File: src/rtl/seat_lookup_reader.sv
// rtl/seat_lookup_reader.sv - seat table query engine answering by-seat and by-student lookups
//
// Ports
//   clk, rst_n            : clock, synchronous active-low reset
//   req_valid/req_ready   : query handshake; req_ready is high only while idle
//   req_mode              : 0 = read one seat, 1 = search the table for a student
//   req_seat_no           : seat to read (mode 0)
//   req_student_no        : student to search for (mode 1)
//   cur_time              : current Time count, used for elapsed-time reporting
//   mem_rd_en/mem_rd_addr : seat table read port, data returns one cycle later
//   mem_rd_student_no,
//   mem_rd_seat_state,
//   mem_rd_time           : seat table read data
//   rsp_valid/rsp_ready   : response handshake; fields hold while rsp_ready is low
//   rsp_found, rsp_seat_no, rsp_student_no, rsp_seat_state,
//   rsp_elapsed, rsp_expired : response fields
module seat_lookup_reader #(
    parameter int          NUM_SEATS  = 32,
    parameter logic [10:0] AWAY_LIMIT = 11'd30
) (
    input  logic        clk,
    input  logic        rst_n,
    input  logic        req_valid,
    output logic        req_ready,
    input  logic        req_mode,
    input  logic [4:0]  req_seat_no,
    input  logic [31:0] req_student_no,
    input  logic [10:0] cur_time,
    output logic        mem_rd_en,
    output logic [4:0]  mem_rd_addr,
    input  logic [31:0] mem_rd_student_no,
    input  logic [1:0]  mem_rd_seat_state,
    input  logic [10:0] mem_rd_time,
    output logic        rsp_valid,
    input  logic        rsp_ready,
    output logic        rsp_found,
    output logic [4:0]  rsp_seat_no,
    output logic [31:0] rsp_student_no,
    output logic [1:0]  rsp_seat_state,
    output logic [10:0] rsp_elapsed,
    output logic        rsp_expired
);

    typedef enum logic [1:0] {
        IDLE    = 2'd0,
        SEAT_RD = 2'd1,
        SCAN    = 2'd2,
        RESP    = 2'd3
    } state_t;

    localparam logic [4:0] LAST_ADDR  = 5'(NUM_SEATS - 1);
    localparam logic [5:0] SEAT_COUNT = 6'(NUM_SEATS);

    state_t state;
    state_t state_next;

    // rd_pend marks that the table data on mem_rd_* belongs to a read issued
    // last cycle; scan_addr is the seat that data came from.
    logic        rd_pend;
    logic        rd_pend_d;
    logic [4:0]  scan_addr;
    logic [4:0]  scan_addr_d;
    logic [31:0] student_q;
    logic [31:0] student_d;
    logic        mem_rd_en_d;
    logic [4:0]  mem_rd_addr_d;

    logic        rsp_found_d;
    logic [4:0]  rsp_seat_no_d;
    logic [31:0] rsp_student_no_d;
    logic [1:0]  rsp_seat_state_d;
    logic [10:0] rsp_elapsed_d;
    logic        rsp_expired_d;

    logic [10:0] elapsed_now;
    logic        entry_used;
    logic        entry_away_late;
    logic        entry_hit;
    logic        seat_invalid;

    // Modulo-2048 subtraction makes Time wrap-around come out right.
    assign elapsed_now     = cur_time - mem_rd_time;
    assign entry_used      = (mem_rd_seat_state != 2'd0);
    assign entry_away_late = (mem_rd_seat_state == 2'd1) && (elapsed_now > AWAY_LIMIT);
    assign entry_hit       = entry_used && (mem_rd_student_no == student_q);
    assign seat_invalid    = ({1'b0, req_seat_no} >= SEAT_COUNT);

    assign req_ready = (state == IDLE);
    assign rsp_valid = (state == RESP);

    always_ff @(posedge clk) begin
        if (!rst_n) begin
            state          <= IDLE;
            mem_rd_en      <= 1'b0;
            mem_rd_addr    <= 5'd0;
            rd_pend        <= 1'b0;
            scan_addr      <= 5'd0;
            student_q      <= 32'd0;
            rsp_found      <= 1'b0;
            rsp_seat_no    <= 5'd0;
            rsp_student_no <= 32'd0;
            rsp_seat_state <= 2'd0;
            rsp_elapsed    <= 11'd0;
            rsp_expired    <= 1'b0;
        end else begin
            state          <= state_next;
            mem_rd_en      <= mem_rd_en_d;
            mem_rd_addr    <= mem_rd_addr_d;
            rd_pend        <= rd_pend_d;
            scan_addr      <= scan_addr_d;
            student_q      <= student_d;
            rsp_found      <= rsp_found_d;
            rsp_seat_no    <= rsp_seat_no_d;
            rsp_student_no <= rsp_student_no_d;
            rsp_seat_state <= rsp_seat_state_d;
            rsp_elapsed    <= rsp_elapsed_d;
            rsp_expired    <= rsp_expired_d;
        end
    end

    always_comb begin
        state_next       = state;
        mem_rd_en_d      = 1'b0;
        mem_rd_addr_d    = mem_rd_addr;
        rd_pend_d        = mem_rd_en;
        scan_addr_d      = mem_rd_en ? mem_rd_addr : scan_addr;
        student_d        = student_q;
        rsp_found_d      = rsp_found;
        rsp_seat_no_d    = rsp_seat_no;
        rsp_student_no_d = rsp_student_no;
        rsp_seat_state_d = rsp_seat_state;
        rsp_elapsed_d    = rsp_elapsed;
        rsp_expired_d    = rsp_expired;

        case (state)
            IDLE: begin
                if (req_valid) begin
                    student_d        = req_student_no;
                    rsp_found_d      = 1'b0;
                    rsp_seat_no_d    = 5'd0;
                    rsp_student_no_d = 32'd0;
                    rsp_seat_state_d = 2'd0;
                    rsp_elapsed_d    = 11'd0;
                    rsp_expired_d    = 1'b0;
                    if (req_mode) begin
                        state_next    = SCAN;
                        mem_rd_en_d   = 1'b1;
                        mem_rd_addr_d = 5'd0;
                    end else if (seat_invalid) begin
                        // Out-of-range seat: answer "not found" without touching the table.
                        state_next = RESP;
                    end else begin
                        state_next    = SEAT_RD;
                        mem_rd_en_d   = 1'b1;
                        mem_rd_addr_d = req_seat_no;
                    end
                end
            end

            SEAT_RD: begin
                // First cycle issues the read, second cycle sees the data.
                if (rd_pend) begin
                    state_next       = RESP;
                    rsp_found_d      = entry_used;
                    rsp_seat_no_d    = scan_addr;
                    rsp_student_no_d = mem_rd_student_no;
                    rsp_seat_state_d = mem_rd_seat_state;
                    rsp_elapsed_d    = elapsed_now;
                    rsp_expired_d    = entry_used && entry_away_late;
                end
            end

            SCAN: begin
                // Reads stream one per cycle while the previous entry is compared.
                if (rd_pend && entry_hit) begin
                    state_next       = RESP;
                    rsp_found_d      = 1'b1;
                    rsp_seat_no_d    = scan_addr;
                    rsp_student_no_d = mem_rd_student_no;
                    rsp_seat_state_d = mem_rd_seat_state;
                    rsp_elapsed_d    = elapsed_now;
                    rsp_expired_d    = entry_away_late;
                end else if (rd_pend && (scan_addr == LAST_ADDR)) begin
                    state_next = RESP;
                end else if (mem_rd_en && (mem_rd_addr != LAST_ADDR)) begin
                    mem_rd_en_d   = 1'b1;
                    mem_rd_addr_d = mem_rd_addr + 5'd1;
                end
            end

            RESP: begin
                if (rsp_ready) begin
                    state_next = IDLE;
                end
            end

            default: begin
                state_next = IDLE;
            end
        endcase
    end

endmodule

File: config.mk
export PLATFORM = sky130hd
export DESIGN_NAME = seat_lookup_reader
export DESIGN_NICKNAME = d
export VERILOG_FILES = /design/src/rtl/seat_lookup_reader.sv
export SDC_FILE = /design/constraint.sdc
export NUM_CORES = 1
export LEC_CHECK = 0
export ABC_CLOCK_PERIOD_IN_PS = 3600
export BUFFER_PORTS_ARGS = -buffer_cell sky130_fd_sc_hd__buf_2
export CAP_MARGIN = 20
export CORE_MARGIN = 2
export CORE_UTILIZATION = 54
export DETAILED_ROUTE_END_ITERATION = 16
export GPL_TIMING_DRIVEN = 1
export PLACE_DENSITY = 0.83
export SYNTH_ARGS = -nofsm -noshare
export SYNTH_HDL_FRONTEND = slang
export SYNTH_SLANG_ARGS = --single-unit
File: constraint.sdc
create_clock -name clk -period 3.6 [get_ports clk]
set_clock_uncertainty 0.15 [all_clocks]
set_input_delay 0.18 -clock clk [delete_from_list [all_inputs] [get_ports clk]]
set_output_delay 0.18 -clock clk [all_outputs]
set_load 0.02 [all_outputs]
==> impl_metrics.env <==
export IMPL_status="finished clean"
export IMPL_cpPeakStageDelay_ns=0.55
export IMPL_drc_errors=0
export IMPL_p_leak_nw=2.74
export IMPL_tritoncts="done"
export IMPL_synthFlopType="dfxtp_1"
export IMPL_nets=903
export IMPL_critPathRequiredTime_ns=3.74
export IMPL_core_um2=8260
export IMPL_dp_slack_ns=0.817
export IMPL_crit_family="simple AND/OR/NAND/NOR gates"
export IMPL_critPathMaxFanout=28
export IMPL_critical_path_class="in2reg"
export IMPL_ys_ff_latch=98
export IMPL_hpwl_um=9040
export IMPL_max_vdd_ir_drop_uv=351
export IMPL_setup_viol=0
export IMPL_routed_via_density=5.55
export IMPL_fin_setup_tns_ns=0
export IMPL_grt_max_degree=67
export IMPL_grt_usage_pct=31.3
export IMPL_grt_pass1_vias=4773
export IMPL_portBuffers=157
export IMPL_grt_pass1_wl_um=22400
export IMPL_hold_path_class="in2reg"
export IMPL_fill_cells=560
export IMPL_insertion_delay_ns=0.37
export IMPL_fmax_mhz=345
export IMPL_tightest_slew_ns=0.613
export IMPL_maxCapViolCount=0
export IMPL_htree_num_levels=3
export IMPL_area_growth_pct=37.2
export IMPL_slowest_stage="or4_1"
export IMPL_synth_top_area_cell="dfxtp_1"
export IMPL_dp_cells=814
export IMPL_row_count=33
export IMPL_finalCritPeriodShare_pct=80.4
export IMPL_postSynthCellCount=584
export IMPL_drive_above_1_share_pct=23.5
export IMPL_synth_area_leaders="dfxtp_1 (42%), a21oi_1 (10%), nand2_1 (9.8%)"
export IMPL_rsz0062_at_grt="false"
export IMPL_antenna_found_initial=1
export IMPL_cts_sinks=98
export IMPL_final_cell_area_um2=6340
export IMPL_die_y_um=96.5
export IMPL_final_cells=899
export IMPL_fin_ws_ns=0.705
export IMPL_reg2reg_slack_ns=0.76
export IMPL_arrival_ns=3.04
export IMPL_pwr_share_comb_pct=44.1
export IMPL_clockRootBuffer="clkbuf_8"
export IMPL_die_area_um2=9310
export IMPL_cp_num_buf_inv=2
export IMPL_p_seq_share_pct=38.4
export IMPL_gp_congestion=0.836
export IMPL_firstDrtPassIters=5
export IMPL_io_pins=158
export IMPL_yosysMostFrequentCell="nand2_1"
export IMPL_wl_um=14700
export IMPL_path_cells="dlygate4sd3_1, buf_2, xor2_1, a211o_1, nor4_1, nand4_1, a21o_2, or4_1, a21oi_1"
export IMPL_swShare_pct=43.6
export IMPL_path_clk_slew_ns=0.09
export IMPL_yosysTopAreaCellShare_pct=42.5
export IMPL_switchingPower_mw=1.68
export IMPL_synth_edff_count=0
export IMPL_cts_buffers=9
export IMPL_worstSetupStartpointType="primary input"
export IMPL_hold_violations=0
export IMPL_grt_overflow_total=0
export IMPL_start_util_pct=55.9
export IMPL_multiInputGateArea_um2=2440
export IMPL_wl_per_cell_um=16.4
export IMPL_worstSetupEndpointType="flip-flop"
export IMPL_min_period_ns=2.90
export IMPL_ctsLongestPathBuffers=2
export IMPL_timing_final_max_slew_violations=0
export IMPL_ff_latch_area_um2=1960
export IMPL_syn_area_um2=4620
export IMPL_drtIter0Drc=379
export IMPL_clkPwrFrac_pct=17.4
export IMPL_cts_resized=0
export IMPL_p_int_mw=2.17
export IMPL_synth_nets=699
export IMPL_yosysUniqueCellTypes=48
export IMPL_power_mw=3.85
export IMPL_synth_seq_area_share_pct=42.5
export IMPL_ys_top_cells_by_count="nand2_1 (121), dfxtp_1 (98), a21oi_1 (93)"
export IMPL_maxSlewHeadroom_pct=59.2
export IMPL_route_vias_total=4988
export IMPL_yosys_warnings=0
export IMPL_avgSynthCellArea_um2=7.91
export IMPL_die_x_um=96.5
export IMPL_place_area_um2=5450
export IMPL_ant_nets=0
export IMPL_power_density_nw_per_um2=607
export IMPL_synthArstFlopShare_pct=0
[worst reg2reg max path, delay by kind of cell (launching register included)]
family | cells | cell delay [ns]
simple gates | 3 | 0.76
flops | 1 | 0.35
buf+inv | 2 | 0.53
fa+ha+maj | 1 | 0.25
compound gates | 3 | 0.73
[what timing repair did]
| item | CTS | global route |
|---|---|---|
| hold buffers | 66 | 0 |
| setup buffers | 0 | 0 |
| endpoints found under the hold margin | 67 | 0 |
[registers in the layout (all words and copies together), names as in the netlist, 2 cells and up]
register and cells:
rsp_elapsed 11, scan_addr 5, rsp_student_no 32, student_q 32, rsp_seat_no 5, mem_rd_addr 5
state 2, rsp_seat_state 2
[cells in the final DEF, fill, tap and decap left out, types with 9 or more instances in the layout]
master | synthesis | final
dfxtp_1 | 98 | 98
nand3_1 | 50 | 50
dlygate4sd3_1 | 0 | 66
buf_2 | 5 | 157
nand2_1 | 121 | 121
inv_1 | 23 | 22
ha_1 | 16 | 15
nor2_1 | 21 | 21
o21ai_0 | 9 | 9
nand4_1 | 9 | 9
xnor2_1 | 29 | 29
a21oi_1 | 93 | 93
clkbuf_8 | 0 | 9
[per-stage QoR]
stage	hold WS [ns]	util (%)
5_1_grt	0.0181	76.8
6_report	0.0158	76.8
3_3_place_gp	0.271	66.0
3_5_place_dp	0.275	66.0
4_1_cts	0.00590	76.2
2_1_floorplan	0.166	-
[path summary, 6_finish.rpt]
| path | start | to | cells after the start |
|---|---|---|---|
| worst max-delay path | mem_rd_student_no[16] | rsp_elapsed[6] | 9 |
| worst min-delay path | req_seat_no[4] | mem_rd_addr[4] | 3 |
| worst max register to register | state[1] | rsp_student_no[3] | 9 |
| worst min register to register | rsp_student_no[24] | rsp_student_no[24] | 2 |
[per-layer routing]
| layer | vias up | GRT usage (%) | wire length [um] |
|---|---|---|---|
| li1 | 2406 | - | - |
| met1 | 2260 | 35.7 | 5690 |
| met2 | 267 | 56.4 | 7350 |
| met3 | 55 | 4.81 | 1060 |
| met4 | 0 | 16.2 | 636 |
| met5 | - | 0 | 0 |
[power by group through the flow]
| stage | Clock (mW) | Combinational [mW] | Sequential [mW] |
|---|---|---|---|
| final | 0.670 | 1.70 | 1.48 |
| after global routing | 0.715 | 1.84 | 1.50 |
| after CTS | 0.665 | 1.63 | 1.47 |
| after detailed placement | 0 | 1.57 | 1.49 |
| after global placement | 0 | 1.52 | 1.48 |
| after floorplan | 0 | 0.911 | 1.65 |
[cells by family (layout without fill, tap and decap cells)]
kind of cell	count (synthesis)	in the layout	synth area share (%)
AND/OR/NAND/NOR	229	229	22.1
AO/OA/AOI/OAI	136	136	17.1
flip-flops	98	98	42.5
buffers and inverters	60	269	5.01
XOR/XNOR	36	36	6.83
adder cells (fa/ha/maj)	17	17	4.77
multiplexers	8	8	1.76
other	0	1	0
[area by class of cell]
class                           instances  area share (%)
Antenna cell                            1          0.0395
Clock buffer                           10            2.01
Clock inverter                          6           0.750
Inverter                               23            1.36
Multi-Input combinational cell        426            38.5
Sequential cell                        98            31.0
Tap cell                              105            2.07
Timing Repair Buffer                  230            24.4
No activity file was read; power rests on OpenSTA's default activity.
